<file path="config.mk">
export PLATFORM = sky130hd
export DESIGN_NAME = serial_add_ctrl
export DESIGN_NICKNAME = d
export VERILOG_FILES = /design/src/rtl/serial_add_ctrl_pkg.sv /design/src/rtl/serial_add_ctrl_full_add_cell.sv /design/src/rtl/serial_add_ctrl.sv
export SDC_FILE = /design/constraint.sdc
export NUM_CORES = 1
export LEC_CHECK = 0
export ABC_AREA = 1
export BUFFER_PORTS_ARGS = -buffer_cell sky130_fd_sc_hd__buf_4
export CAP_MARGIN = 0
export CORE_ASPECT_RATIO = 2
export CORE_MARGIN = 10
export CORE_UTILIZATION = 35
export DETAILED_ROUTE_END_ITERATION = 8
export PLACE_DENSITY_LB_ADDON = 0.3
export SETUP_SLACK_MARGIN = 0.02
export SLEW_MARGIN = 20
export SYNTH_ARGS = -nofsm -noshare
export SYNTH_HDL_FRONTEND = slang
export SYNTH_HIERARCHICAL = 1
export SYNTH_SLANG_ARGS = --single-unit
</file>
<file path="constraint.sdc">
create_clock -name clk -period 1.1 [get_ports clk]
set_clock_uncertainty 0.05 [all_clocks]
set_input_delay 0.22 -clock clk [delete_from_list [all_inputs] [get_ports clk]]
set_output_delay 0.22 -clock clk [all_outputs]
set_load 0.03 [all_outputs]
</file>
<file path="src/rtl/serial_add_ctrl_pkg.sv">
// Shared definitions for the bit-serial adder controller: FSM state
// encoding and the default operand width.
package serial_add_ctrl_pkg;

   // Controller states. The encoding is fixed so that debug tooling can
   // decode the exported state directly.
   typedef enum logic [1:0] {
      IDLE = 2'b00,
      RUN  = 2'b01,
      DONE = 2'b10
   } state_t;

   localparam int DEFAULT_WIDTH = 8;

endpackage

</file>
<file path="src/rtl/serial_add_ctrl_full_add_cell.sv">
// One-bit full adder built from two half adders plus an OR of their carries.
// Purely combinational; the controller that sequences it holds all state.

module halfadder (
   input  logic a,
   input  logic b,
   output logic s,
   output logic c
);
   assign s = a ^ b;
   assign c = a & b;
endmodule

module full_add_cell (
   input  logic a,
   input  logic b,
   input  logic ci,
   output logic s,
   output logic co
);
   logic s0;
   logic c0;
   logic c1;

   // First stage adds the operand bits, second stage folds in the carry.
   halfadder u_ha0 (.a(a),  .b(b),  .s(s0), .c(c0));
   halfadder u_ha1 (.a(s0), .b(ci), .s(s),  .c(c1));

   // At most one of the two stage carries can be set, so OR is exact.
   assign co = c0 | c1;
endmodule

</file>
<file path="src/rtl/serial_add_ctrl.sv">
// Bit-serial adder controller. Captures two WIDTH-bit operands and a carry-in,
// then feeds one full-adder cell LSB-first for WIDTH cycles, shifting each sum
// bit into the top of the sum register. The finished result is offered until
// the consumer takes it.
//
// Handshakes: a transfer happens on a rising edge where valid and ready are
// both high. The producer keeps valid and its data stable until that edge;
// ready may be high without valid. in_ready is high only in IDLE, and
// out_valid is high only in DONE, so the two handshakes never overlap.
module serial_add_ctrl
   import serial_add_ctrl_pkg::*;
#(
   parameter int WIDTH = DEFAULT_WIDTH
) (
   input  logic             clk,
   input  logic             rst_n,
   input  logic             in_valid,
   output logic             in_ready,
   input  logic [WIDTH-1:0] op_a,
   input  logic [WIDTH-1:0] op_b,
   input  logic             cin,
   output logic             out_valid,
   input  logic             out_ready,
   output logic [WIDTH-1:0] sum,
   output logic             cout,
   output logic             busy,
   output state_t           state_dbg
);

   localparam int CNT_W = (WIDTH > 1) ? $clog2(WIDTH) : 1;
   localparam logic [CNT_W-1:0] LAST = CNT_W'(WIDTH - 1);

   state_t           state;
   state_t           state_n;
   logic [CNT_W-1:0] count;
   logic [WIDTH-1:0] shift_a;
   logic [WIDTH-1:0] shift_b;
   logic [WIDTH-1:0] sum_q;
   logic             carry;
   logic             cout_q;
   logic             bit_s;
   logic             bit_co;
   logic             accept;

   assign accept    = in_valid && (state == IDLE);
   assign in_ready  = (state == IDLE);
   assign out_valid = (state == DONE);
   assign busy      = (state != IDLE);
   assign sum       = sum_q;
   assign cout      = cout_q;
   assign state_dbg = state;

   full_add_cell u_cell (
      .a  (shift_a[0]),
      .b  (shift_b[0]),
      .ci (carry),
      .s  (bit_s),
      .co (bit_co)
   );

   // State register; reset aborts any operation in flight.
   always_ff @(posedge clk or negedge rst_n) begin
      if (!rst_n) begin
         state <= IDLE;
      end else begin
         state <= state_n;
      end
   end

   // Next-state decode: accept in IDLE, WIDTH bit-steps in RUN, wait for the consumer in DONE.
   always_comb begin
      state_n = state;
      case (state)
         IDLE:    if (in_valid)      state_n = RUN;
         RUN:     if (count == LAST) state_n = DONE;
         DONE:    if (out_ready)     state_n = IDLE;
         default:                    state_n = IDLE;
      endcase
   end

   // Datapath: load operands on accept, then one adder step per RUN cycle.
   always_ff @(posedge clk or negedge rst_n) begin
      if (!rst_n) begin
         shift_a <= '0;
         shift_b <= '0;
         sum_q   <= '0;
         carry   <= 1'b0;
         cout_q  <= 1'b0;
         count   <= '0;
      end else if (accept) begin
         shift_a <= op_a;
         shift_b <= op_b;
         carry   <= cin;
         count   <= '0;
      end else if (state == RUN) begin
         sum_q   <= {bit_s, sum_q[WIDTH-1:1]};
         shift_a <= {1'b0, shift_a[WIDTH-1:1]};
         shift_b <= {1'b0, shift_b[WIDTH-1:1]};
         carry   <= bit_co;
         count   <= count + 1'b1;
         if (count == LAST) begin
            cout_q <= bit_co;
         end
      end
   end

endmodule

</file>
==> impl_metrics.toml <==
[outcome]
status = "finished, violations left"
violations = "negative setup slack"

[synthesis]
synth_seq_cells = 31
yosys_warnings = 6
synth_cells = 155
synth_top_area_share_pct = 56.1
netlist_area_um2 = 1380
synth_nets = 180
yosysUniqueCellTypes = 15
syn_avg_cell_area_um2 = 8.92
seq_area_frac_synth_pct = 56.1
yosys-top-cells-area = "dfrtp_1 56%, nand2_1 15%, nand3_1 12%"
synth_top_area_cell = "dfrtp_1"

[final_layout]
diodes = 0
final_common_cell = "buf_4"
layout.nets = 247
fin_util_pct = 66.0
drive_gt1_share_pct = 63.1
syn2layout_area_growth_pct = 83.5
final_cell_mix = "34 x buf_4, 28 x dfrtp_1, 25 x nand2_1"
fin_cells = 273
nFillCells = 310

[timing]
hold_viol_final = 0
fmax_mhz = 692
setup_slack_ns = -0.345
finalMaxSlewViolations = 0
rsz0062_at_grt = "true"
setup-violations-final = 37
post-route-min-period_ns = 1.44
worst_pin_slew_ns = 0.399
whs_ns = 0.0874
period_share_pct = 131
slew_headroom_pct = 73.4

[routing]
vias = 1334
drt-total-wl_mm = 4.45
ant_nets = 0
wl_per_cell_um = 16.3
vias_per_cell = 4.89
drt_pass1_iterations = 4
drc_errors = 0
drtIter0Drc = 71

[setup_path]
critPathBufInv = 3
arrival_ns = 1.17
endpoint_kind = "primary output"
cp_common_cell = "buf_6"
worstSetupPathType = "flop to primary output"
crit_fanout = 4
cp.required_ns = 0.83
critical_path.top_delay_family = "flip-flops"
slowest_delay_ns = 0.43
crit_path_top_delay_cell = "dfrtp_2"
startpoint_type = "flop"
crit_chain = "nor2_4, buf_6, clkinvlp_4, buf_6"

[run]
drv_cap = 0

[global_routing]
grt_max_degree = 32
grt_antenna_before_repair = 0
grt_usage_pct = 13.2
grt.overflow.total = 0
grt_pass1_vias = 1412
grt_pass1_wl_mm = 7.13

[floorplanning]
core-area_um2 = 3840
start_util_pct = 36.0
rows = 32
dieArea_um2 = 7020
die_h_um = 109
die_width_um = 64.4
ioPinCount = 35

[cts]
clockBufferDepth = 2
numCtsBuffers = 5
cts_tree = "done"
cts.clk_slew.worst_paths_ns = 0.07
root_buffer = "clkbuf_8"
cts.htree.levels = 2
clk_latency_ns = 0.28
cts_sinks = 31

[placement]
gp_congestion = 0.762
placed_cells = 245
hpwl_mm = 2.61
port_buffers = 34
place_ws_ns = -0.168

[hold_path]
hold_path.class = "primary input to flop"

[power_and_ir_drop]
p_switching_mw = 2.97
total_leakage_power_nw = 1.41
power_density_nw_per_um2 = 2790
finalPower_mw = 7.08
seqPwrFrac_pct = 29.1
p_clk_share_pct = 12.5
vdd_ir_drop_max_v = 0.00157
p_sw_share_pct = 42.0
power_frac_comb_pct = 58.4
internal_power_mw = 4.11
[state kept, by name, indices dropped and copies added, names as in the netlist]
name / count
count: 3
cout: 1
shift_a: 8
state_dbg: 2
carry: 1
sum: 8
shift_b: 8
[power groups by stage]
stage                     Sequential (mW)  Clock [mW]  Combinational (mW)
after global placement               1.87           0                2.49
final                                2.06       0.888                4.13
after CTS                            2.03       0.921                3.87
after detailed placement             1.88           0                2.54
after floorplan                      2.17           0                1.33
after global routing                 2.11       0.973                4.45
[layout make-up]
class	count	area [um^2]	share of cell area, %
clock buffer	6	82.6	3.25
clock inverter	1	5.00	0.197
inverter	10	58.8	2.32
multi-input combinational	107	857	33.8
sequential	31	779	30.7
tap	51	63.8	2.51
timing repair buffer	66	684	27.0
timing repair inverter	1	6.26	0.247
[per-stage QoR]
stage / cell area [um^2] / TNS, ns
after floorplan: 1420 / -0.621
after global placement: 1790 / -1.38
after detailed placement: 1790 / -1.77
after CTS: 2460 / -7.87
after global routing: 2540 / -9.78
final: 2540 / -8.25
[cell families after synthesis]
logic type | Yosys count | synth area share (%)
flops | 31 | 56.1
compound gates | 12 | 4.80
buf+inv | 18 | 6.88
fa+ha+maj | 4 | 3.62
simple gates | 90 | 28.6
[what timing repair did]
| item | in CTS | in global routing |
|---|---|---|
| resized for setup | 95 | 25 |
| buffers inserted | 14 | 4 |
| endpoints found under the setup margin | 44 | 45 |
| endpoints found under the hold margin | 31 | 0 |
| cloned | 4 | 1 |
| pin swaps | 24 | 6 |
| hold buffers | 1 | 0 |
[metal layers]
metal | vias up | wire, um | global-route usage (%)
met5 | - | 0 | 0
met3 | 7 | 181 | 3.49
met4 | 0 | 75 | 5.69
met2 | 28 | 2630 | 25.0
met1 | 659 | 1560 | 12.8
li1 | 640 | - | -
[worst paths after layout]
check / startpoint / to / slack [ns] / depth (start not counted)
worst max-delay path: state_dbg[0] / busy / -0.34 / 4
worst min-delay path: out_ready / state_dbg[1] / 0.09 / 2
worst max register to register: state_dbg[0] / shift_a[2] / -0.26 / 7
worst min register to register: count[2] / count[2] / 0.44 / 2
max in group asynchronous: rst_n / sum[2] / 0.33 / 2
min in group asynchronous: rst_n / shift_b[0] / 0.35 / 2
[worst register-to-register path, stage by stage, from the launching register on]
cell and delay (ns):
dfrtp_2 0.43, buf_6 0.14, buf_6 0.12, o21ai_4 0.16
buf_6 0.16, buf_16 0.14, nand2_4 0.05, nand3_2 0.05
[cells in the mapped netlist]
| library cell | number |
|---|---|
| nand3_1 | 33 |
| nor2_1 | 2 |
| buf_4 | 2 |
| buf_2 | 4 |
| nand2_1 | 54 |
| dfrtp_1 | 31 |
| ha_1 | 4 |
| inv_1 | 7 |
| inv_2 | 3 |
| nor2_8 | 1 |
| o21ai_2 | 1 |
| buf_6 | 2 |
| o21ai_0 | 4 |
| o31ai_1 | 1 |
| o21ai_1 | 6 |
No activity file was read; power rests on OpenSTA's default activity.
